File: src/rtl/imem_pkg.sv
// Shared definitions for the instruction-memory refill path and the L1 MMIO decode.
package imem_pkg;

  typedef enum logic [2:0] {
    IDLE,
    ISSUE,
    WAIT,
    DONE,
    COOL
  } state_t;

  localparam int unsigned LINE_WORDS = 8;
  localparam int unsigned LINE_BYTES = 32;

  localparam logic [31:0] MMIO_BASE = 32'hFFFF_F000;
  localparam logic [31:0] MMIO_MASK = 32'hFFFF_F000;

  function automatic logic is_mmio(input logic [31:0] addr,
                                   input logic [31:0] base,
                                   input logic [31:0] mask);
    return (addr & mask) == base;
  endfunction

endpackage

File: src/rtl/imem_refill_if.sv
// L1 request/return and word-memory handshake bundle for the refill engine.
interface imem_refill_if;
  import imem_pkg::*;

  logic                      l1_mmu_req_read;
  logic [31:0]               l1_mmu_req_addr;
  logic                      mmu_l1_done;
  logic [LINE_BYTES*8-1:0]   mmu_l1_read_data;

  logic                      mem_req;
  logic [31:0]               mem_addr;
  logic                      mem_gnt;
  logic                      mem_rvalid;
  logic [31:0]               mem_rdata;

  // master: the refill engine; slave: the L1 cache and memory side
  modport master (
    input  l1_mmu_req_read,
    input  l1_mmu_req_addr,
    input  mem_gnt,
    input  mem_rvalid,
    input  mem_rdata,
    output mmu_l1_done,
    output mmu_l1_read_data,
    output mem_req,
    output mem_addr
  );

  modport slave (
    output l1_mmu_req_read,
    output l1_mmu_req_addr,
    output mem_gnt,
    output mem_rvalid,
    output mem_rdata,
    input  mmu_l1_done,
    input  mmu_l1_read_data,
    input  mem_req,
    input  mem_addr
  );

endinterface

File: src/rtl/imem_line_asm.sv
// Line buffer that assembles returned words into a full cache line;
// MMIO writes land in word 0 with every upper word forced to zero.
module imem_line_asm #(
  parameter int unsigned LINE_WORDS = 8
) (
  input  logic                       clk,
  input  logic                       rst,
  input  logic                       clr,
  input  logic                       we,
  input  logic                       mmio,
  input  logic [2:0]                 sel,
  input  logic [31:0]                wdata,
  output logic [32*LINE_WORDS-1:0]   line
);

  always_ff @(posedge clk or posedge rst) begin
    if (rst) begin
      line <= '0;
    end else if (clr) begin
      line <= '0;
    end else if (we) begin
      if (mmio) begin
        line <= {{(32*(LINE_WORDS-1)){1'b0}}, wdata};
      end else begin
        line[32*sel +: 32] <= wdata;
      end
    end
  end

endmodule

File: src/rtl/imem_refill.sv
// Line-fill engine: turns one L1 miss/MMIO request into a sequence of
// single-outstanding word reads and returns the assembled line with a done pulse.
module imem_refill #(
  parameter int unsigned LINE_WORDS = imem_pkg::LINE_WORDS,
  parameter logic [31:0] MMIO_BASE  = imem_pkg::MMIO_BASE,
  parameter logic [31:0] MMIO_MASK  = imem_pkg::MMIO_MASK
) (
  input logic           sys_clk,
  input logic           rst,
  imem_refill_if.master bus
);
  import imem_pkg::*;

  state_t                     state;
  logic [2:0]                 k;
  logic [2:0]                 last;
  logic [2:0]                 k_next;
  logic [31:0]                base;
  logic [31:0]                req_base;
  logic                       mmio;
  logic                       req_mmio;
  logic                       done;
  logic                       mem_req;
  logic [31:0]                mem_addr;
  logic                       buf_clr;
  logic                       buf_we;
  logic [32*LINE_WORDS-1:0]   line;

  always_comb begin
    req_mmio = is_mmio(bus.l1_mmu_req_addr, MMIO_BASE, MMIO_MASK);
    req_base = req_mmio ? {bus.l1_mmu_req_addr[31:2], 2'b00}
                        : {bus.l1_mmu_req_addr[31:5], 5'b0};
    k_next   = k + 3'd1;
    buf_clr  = (state == IDLE) && bus.l1_mmu_req_read;
    buf_we   = (state == WAIT) && bus.mem_rvalid;
  end

  // mem_req/mem_addr are set on the edge entering ISSUE so they are
  // registered and stable for the whole time the request is pending.
  always_ff @(posedge sys_clk or posedge rst) begin
    if (rst) begin
      state    <= IDLE;
      k        <= '0;
      last     <= '0;
      base     <= '0;
      mmio     <= 1'b0;
      done     <= 1'b0;
      mem_req  <= 1'b0;
      mem_addr <= '0;
    end else begin
      done <= 1'b0;
      unique case (state)
        IDLE: begin
          if (bus.l1_mmu_req_read) begin
            base     <= req_base;
            mmio     <= req_mmio;
            last     <= req_mmio ? 3'd0 : 3'(LINE_WORDS - 1);
            k        <= '0;
            mem_req  <= 1'b1;
            mem_addr <= req_base;
            state    <= ISSUE;
          end
        end
        ISSUE: begin
          if (bus.mem_gnt) begin
            mem_req <= 1'b0;
            state   <= WAIT;
          end
        end
        WAIT: begin
          if (bus.mem_rvalid) begin
            if (k == last) begin
              done  <= 1'b1;
              state <= DONE;
            end else begin
              k        <= k_next;
              mem_req  <= 1'b1;
              mem_addr <= base + {27'b0, k_next, 2'b00};
              state    <= ISSUE;
            end
          end
        end
        DONE: begin
          state <= COOL;
        end
        COOL: begin
          state <= IDLE;
        end
        default: begin
          state <= IDLE;
        end
      endcase
    end
  end

  imem_line_asm #(
    .LINE_WORDS(LINE_WORDS)
  ) u_line (
    .clk  (sys_clk),
    .rst  (rst),
    .clr  (buf_clr),
    .we   (buf_we),
    .mmio (mmio),
    .sel  (k),
    .wdata(bus.mem_rdata),
    .line (line)
  );

  assign bus.mmu_l1_done      = done;
  assign bus.mmu_l1_read_data = line;
  assign bus.mem_req          = mem_req;
  assign bus.mem_addr         = mem_addr;

endmodule

File: src/flat_wrapper.sv
// flat-port wrapper written by rule: the top's interface ports become plain ports
module imem_refill_flat import imem_pkg::*;
#(
  parameter int unsigned LINE_WORDS = imem_pkg::LINE_WORDS,
  parameter logic [31:0] MMIO_BASE  = imem_pkg::MMIO_BASE,
  parameter logic [31:0] MMIO_MASK  = imem_pkg::MMIO_MASK
)
  (sys_clk, rst, bus_l1_mmu_req_read, bus_l1_mmu_req_addr, bus_mem_gnt, bus_mem_rvalid, bus_mem_rdata, bus_mmu_l1_done, bus_mmu_l1_read_data, bus_mem_req, bus_mem_addr);
  imem_refill_if bus_i ();
  input logic sys_clk;
  input logic rst;
  input wire logic [$bits(bus_i.l1_mmu_req_read)-1:0] bus_l1_mmu_req_read;
  input wire logic [$bits(bus_i.l1_mmu_req_addr)-1:0] bus_l1_mmu_req_addr;
  input wire logic [$bits(bus_i.mem_gnt)-1:0] bus_mem_gnt;
  input wire logic [$bits(bus_i.mem_rvalid)-1:0] bus_mem_rvalid;
  input wire logic [$bits(bus_i.mem_rdata)-1:0] bus_mem_rdata;
  output wire logic [$bits(bus_i.mmu_l1_done)-1:0] bus_mmu_l1_done;
  output wire logic [$bits(bus_i.mmu_l1_read_data)-1:0] bus_mmu_l1_read_data;
  output wire logic [$bits(bus_i.mem_req)-1:0] bus_mem_req;
  output wire logic [$bits(bus_i.mem_addr)-1:0] bus_mem_addr;
  assign bus_i.l1_mmu_req_read = bus_l1_mmu_req_read;
  assign bus_i.l1_mmu_req_addr = bus_l1_mmu_req_addr;
  assign bus_i.mem_gnt = bus_mem_gnt;
  assign bus_i.mem_rvalid = bus_mem_rvalid;
  assign bus_i.mem_rdata = bus_mem_rdata;
  assign bus_mmu_l1_done = bus_i.mmu_l1_done;
  assign bus_mmu_l1_read_data = bus_i.mmu_l1_read_data;
  assign bus_mem_req = bus_i.mem_req;
  assign bus_mem_addr = bus_i.mem_addr;
  imem_refill #(.LINE_WORDS(LINE_WORDS), .MMIO_BASE(MMIO_BASE), .MMIO_MASK(MMIO_MASK)) u_core (.sys_clk(sys_clk), .rst(rst), .bus(bus_i));
endmodule
File: config.mk
export PLATFORM = sky130hd
export DESIGN_NAME = imem_refill_flat
export DESIGN_NICKNAME = d
export VERILOG_FILES = /design/src/rtl/imem_pkg.sv /design/src/rtl/imem_refill_if.sv /design/src/rtl/imem_line_asm.sv /design/src/rtl/imem_refill.sv /design/src/flat_wrapper.sv
export SDC_FILE = /design/constraint.sdc
export NUM_CORES = 1
export LEC_CHECK = 0
export CORE_ASPECT_RATIO = 1.5
export CORE_MARGIN = 2
export CORE_UTILIZATION = 52
export CTS_CLUSTER_DIAMETER = 200
export DETAILED_ROUTE_END_ITERATION = 10
export PLACE_DENSITY = 0.82
export SLEW_MARGIN = 20
export SYNTH_ARGS = -nofsm -noshare
export SYNTH_HDL_FRONTEND = slang
export SYNTH_SLANG_ARGS = --single-unit
File: constraint.sdc
create_clock -name sys_clk -period 26.7 [get_ports sys_clk]
set_input_delay 4.005 -clock sys_clk [delete_from_list [all_inputs] [get_ports sys_clk]]
set_output_delay 4.005 -clock sys_clk [all_outputs]
set_load 0.05 [all_outputs]
# Word level (Yosys, flattened, before mapping)
# Index checks and enable logic that the tools add are counted.
op_classes:
  n_addsub: 3
  n_eq_ne: 9
  shift: 2
  muxes: 27
  reduce_logical: 10
op_table:
  columns: ["op", "count"]
  rows:
  - ["$mux 256", 3]
  - ["$bwmux 256", 1]
  - ["$shift 32x34->256 const A", 1]
  - ["$shiftx 32x34->256", 1]
  - ["$mux 32", 3]
  - ["$pmux 32 s2", 1]
  - ["$neg 8->34", 1]
  - ["$add 32x5->32", 1]
  - ["$mux 3", 7]
  - ["$eq 20x20->1 const B", 1]
  - ["$pmux 3 s4", 1]
  - ["$ne 2x2->1 const B", 4]
  - ["$mux 1", 7]
  - ["$eq 3x2->1 const B", 2]
  - ["$pmux 3 s2", 1]
  - ["$mux 5", 1]
  - ["$reduce_and 5->1", 1]
  - ["$reduce_and 4->1", 1]
  - ["$reduce_bool 2->1", 2]
  - ["$add 3x1->3 const B", 1]
  - ["$eq 3x1->1 const B", 1]
  - ["$eq 3x3->1", 1]
  - ["$logic_not 3->1", 1]
  - ["$pmux 1 s3", 1]
  - ["5 further kinds", 6]
word_totals:
  reg_bits: 332
  input_bits: 69
  output_inout_bits: 290
  word_cells: 60

# Longest topological paths before layout
logic_depth:
  depth_word: 6
  depth_mapped: 11
  mapped_depth_nobuf: 9

# Hierarchy
# A second synthesis with hierarchy kept.
hier_totals:
  cells_unflattened: 1181
  area_unflattened_um2: 14062.2
modules_own_cells:
  columns: ["mod", "n_inst", "cells_each", "area_each_um2", "seq_area_each_um2"]
  rows:
  - ["imem_line_asm", 1, 776, 10393.7, 6406.1]
  - ["imem_refill", 1, 405, 3668.5, 1751.7]

# Worst setup path before layout
# OpenSTA, ideal clock, no wires.
synth_timing:
  path_kind: "in2reg"
  start: "input bus_l1_mmu_req_read"
  end: "register u_core.u_line.line[255]"
  setup_time_ps: 121
  arrival_ps: 5206
  required_time_ps: 26579
  setup_slack_ps: 21373
  cell_stages: 6
  n_path_buf: 2
  cell_sequence: "or4b_1 -> buf_2 -> nand2b_4 -> o21ai_4 -> buf_6 -> a22o_1"
synth_between:
  elab_chain_cells: 2
  word_cells_on_any_way: 3
  cone_classes: "mux: 1; reduce/logical: 2"
synth_lines:
  columns: ["item", "line_no", "rtl"]
  rows:
  - ["from (decl)", "flat_wrapper.sv:12", "input wire logic [$bits(bus_i.l1_mmu_req_read)-1:0] bus_l1_mmu_req_read;"]
  - ["$logic_and 1x1->1 (*)", "imem_refill.sv:34", "buf_clr = (state == IDLE) && bus.l1_mmu_req_read;"]
  - ["$mux 256 / $reduce_bool 2->1 (equally long branches)", null, null]
  - ["to (signal assigned)", "imem_line_asm.sv:23", "line <= {{(32*(LINE_WORDS-1)){1'b0}}, wdata};"]
  - ["to (signal, indexed assignment)", "imem_line_asm.sv:25", "line[32*sel +: 32] <= wdata;"]
  - ["to (decl)", "imem_line_asm.sv:13", "output logic [32*LINE_WORDS-1:0] line"]
# Every way passes the cells marked *; elsewhere a longest branch is shown, timed or not.
# A chain may end at the register's enable or synchronous reset.

# Final worst setup path
layout_timing:
  start: "input bus_l1_mmu_req_read"
  end: "register u_core.u_line.line[209]"
# Same word-level chain as after synthesis.

==> impl_metrics.py <==
metrics = {
    "critical_path": {
        "required_ns": 27.12,
        "critPathKind": "in2reg",
        "startpoint_type": "input port",
        "cp_slowest_stage_delay_ns": 0.50,
        "crit_path_max_fanout": 38,
        "slowest_stage": "clkdlybuf4s50_1",
        "arrival_ns": 6.66,
        "path_cells": "clkdlybuf4s50_1 > nor4b_2 > buf_4 > nor2_1 > o21ai_1 > nand2_1 > buf_4 > a22o_1",
        "cpMostUsedCell": "buf_4",
        "end_kind": "register",
        "rr_worst_depth": 9,
    },
    "detailed_routing": {
        "met1_length_um": 15100,
        "dr_wl_met2_um": 21200,
        "top_layer_used": "met4",
        "viasPerCell": 6.04,
        "drc_errors": 0,
        "first_iter_violations": 590,
        "wl_per_cell_um": 23.5,
        "ant_nets": 0,
        "totalWireLength_um": 41100,
        "dr_total_vias": 10600,
        "wl_met3_um": 2880,
        "first_pass_iters": 5,
    },
    "yosys": {
        "synth_cells": 1100,
        "synth_top_area_share_pct": 61.9,
        "syn-cell-area_sq_um": 13200,
        "synth-seq-cells": 326,
        "syn_area_per_cell_sq_um": 12.0,
        "async_flop_share_pct": 100,
        "yosys_warnings": 0,
        "ys_seq_area_share_pct": 61.9,
        "synth.distinct_cells": 52,
        "synth_area_leaders": "dfrtp_1 (62%), a22o_1 (15%), nand2_1 (5.4%)",
        "yosys.area.top_type": "dfrtp_1",
        "synth_top_flop_cell": "dfrtp_1",
        "synth-edff-count": 0,
    },
    "timing": {
        "fin_skew_ns": 0.0214,
        "rsz0062_at_grt": "false",
        "tns_ns": 0,
        "hold_viol": 0,
        "finalCritPeriodShare_pct": 23.4,
        "relSlewSlack_pct": 23.0,
        "fmax_mhz": 160,
        "tightest_slew_ns": 1.15,
        "finalSetupViolCount": 0,
        "worst_slack_ns": 20.46,
        "min_period_ns": 6.24,
        "drv_slew": 0,
    },
    "cts": {
        "cts_tree": "built",
        "cts-root-buf": "clkbuf_16",
        "clock_path_buffers": 3,
        "cts_buffers": 29,
        "clock_sinks": 326,
        "post_cts_resized": 0,
        "postCtsSetupBuffers": 0,
        "clk_pin_slew_ns": 0.07,
        "cts_hold_buf": 0,
        "insertion_delay_ns": 0.56,
        "ctsHtreeMaxLevel": 1,
    },
    "placed_design": {
        "numPortBuffers": 354,
        "dp_cells": 1695,
        "post-dp-hpwl_um": 27500,
        "preCtsSetupSlack_ns": 19.75,
        "place.gp.congestion": 0.894,
        "postPlaceCellArea_sq_um": 16700,
    },
    "layout": {
        "final_layout_size_suffix_gt1_share_pct": 6.20,
        "nets": 1475,
        "post-route-util_pct": 70.8,
        "syn_to_final_growth_pct": 34.2,
        "fin_cells": 1747,
        "final_cell_area_sq_um": 17700,
        "n_antenna_cell": 0,
    },
    "floorplan": {
        "start_util_pct": 52.8,
        "ios": 359,
        "rows": 71,
        "die_w_um": 134,
        "die_area_sq_um": 26700,
        "coreArea_sq_um": 25000,
        "die_h_um": 199,
    },
    "pwr": {
        "p_leak_nw": 8.03,
        "clock_power_share_pct": 26.7,
        "combPwrFrac_pct": 34.3,
        "seqPwrFrac_pct": 39.0,
        "p_switching_mw": 0.631,
        "intPower_mw": 0.974,
        "p_sw_share_pct": 39.3,
        "ir_worst_vdd_v": 0.0000832,
        "p_per_area_nw_per_um2": 90.8,
    },
    "global_route": {
        "grt_max_degree": 120,
        "gr-usage-all-layers_pct": 30.7,
        "grt_pass1_vias": 10600,
        "overflow": 0,
        "grt_pass1_wl_um": 62900,
        "antenna_found_initial": 0,
    },
    "run_status": {
        "status": "finished clean",
    },
    "min_path": {
        "hold_path_depth": 2,
        "hold_path.class": "reg2reg",
    },
    "flow_run": {
        "cap_violations": 0,
    },
}
==> path summary, 6_finish.rpt <==
check / slack, ns / from / endpoint
min in group asynchronous: 4.04 / rst / u_core.bus.mmu_l1_done
setup reg to reg: 23.29 / u_core.k[0] / u_core.u_line.line[209]
hold / removal: 0.47 / u_core.u_line.line[154] / u_core.u_line.line[154]
hold reg to reg: 0.47 / u_core.u_line.line[154] / u_core.u_line.line[154]
setup / recovery: 20.46 / bus_l1_mmu_req_read / u_core.u_line.line[209]
max in group asynchronous: 20.57 / rst / u_core.u_line.line[38]
==> metrics by stage <==
| stage | hold slack (ns) | power, mW |
|---|---|---|
| floorplan | 0.453 | 1.01 |
| global placement | 0.451 | 1.17 |
| detailed placement | 0.455 | 1.18 |
| CTS | 0.471 | 1.61 |
| global route | 0.500 | 1.67 |
| finish | 0.469 | 1.61 |
==> kinds of logic (layout without fill, tap and decap cells) <==
logic type      after synthesis  count (layout)  synth area share, %
buf+inv                     117             435                 5.02
xor+xnor                     28              28                 1.86
mux                           2               2                0.152
compound gates              295             295                 18.7
fa+ha+maj                     8               8                0.816
flops                       326             326                 61.9
other cells                   1               2               0.0285
simple gates                323             323                 11.6
==> metal layers <==
| metal | up-vias | global-route usage [%] |
|---|---|---|
| met5 | - | 0 |
| li1 | 4543 | - |
| met2 | 520 | 53.0 |
| met4 | 0 | 13.9 |
| met3 | 123 | 5.07 |
| met1 | 5372 | 37.8 |
==> cells in the final DEF, fill, tap and decap left out, drive strengths merged, types with 2 or more instances in the layout <==
master and n:
clkdlybuf4s50 354, ha 7, nor3 18, inv 16, and3 5, bufinv 3, nor4 4, a22o 224
dfrtp 326, and4 5, nand2b 3, o2111ai 2, and2 5, xnor2 22, xor2 6, a31oi 3
conb 2, mux2i 2, nand2 190, buf 16, nor2b 2, nand4 14, o211ai 25, nand3b 2
clkinvlp 5, clkbuf 36, o21ai 25, nor4b 2, a21o 3, a21oi 9, nand3 48, clkinv 5
nor2 21
==> synth_stat cells, types with 3 or more instances <==
master / n
and3_1: 5
ha_1: 7
o21ai_0: 18
nor3_2: 5
and4_1: 5
o21ai_4: 4
nand3_1: 48
nor3_1: 12
o211ai_1: 25
buf_2: 68
a21o_1: 3
inv_1: 13
o21ai_1: 3
nor2_1: 20
buf_6: 16
a31oi_1: 3
a22o_1: 224
nand2_1: 189
and2_1: 4
dfrtp_1: 326
clkbuf_1: 14
buf_4: 4
a21oi_1: 9
xor2_1: 6
nand4_1: 14
xnor2_1: 22
==> registers in the layout, indices dropped and copies added (netlist names) <==
name,cells
u_core.u_line.line,256
u_core.base,30
u_core.bus.mem_addr,30
u_core.k,3
u_core.state,3
u_core.bus.mem_req,1
u_core.bus.mmu_l1_done,1
u_core.last,1
u_core.mmio,1
==> final cells by class <==
type | count | area [sq um]
sequential | 326 | 8160
multi-input combinational | 658 | 4430
clock inverter | 16 | 183
clock buffer | 36 | 782
timing repair buffer | 370 | 3670
fill | 1763 | 7280
tap | 328 | 410
inverter | 13 | 56.3
==> critical path: cells and delay by family <==
| family | cells | cell delay (ns) |
|---|---|---|
| and+or+nand+nor | 3 | 0.88 |
| AOI/OAI and AO/OA | 2 | 0.39 |
| buffers and inverters | 3 | 1.37 |
==> power by group through the flow <==
stage	clock network (mW)	logic, mW	registers [mW]
detailed placement	0	0.548	0.631
CTS	0.433	0.552	0.624
global placement	0	0.539	0.629
finish	0.429	0.551	0.626
floorplan	0	0.231	0.775
global route	0.454	0.583	0.633
(Power assumes the default switching activity.)
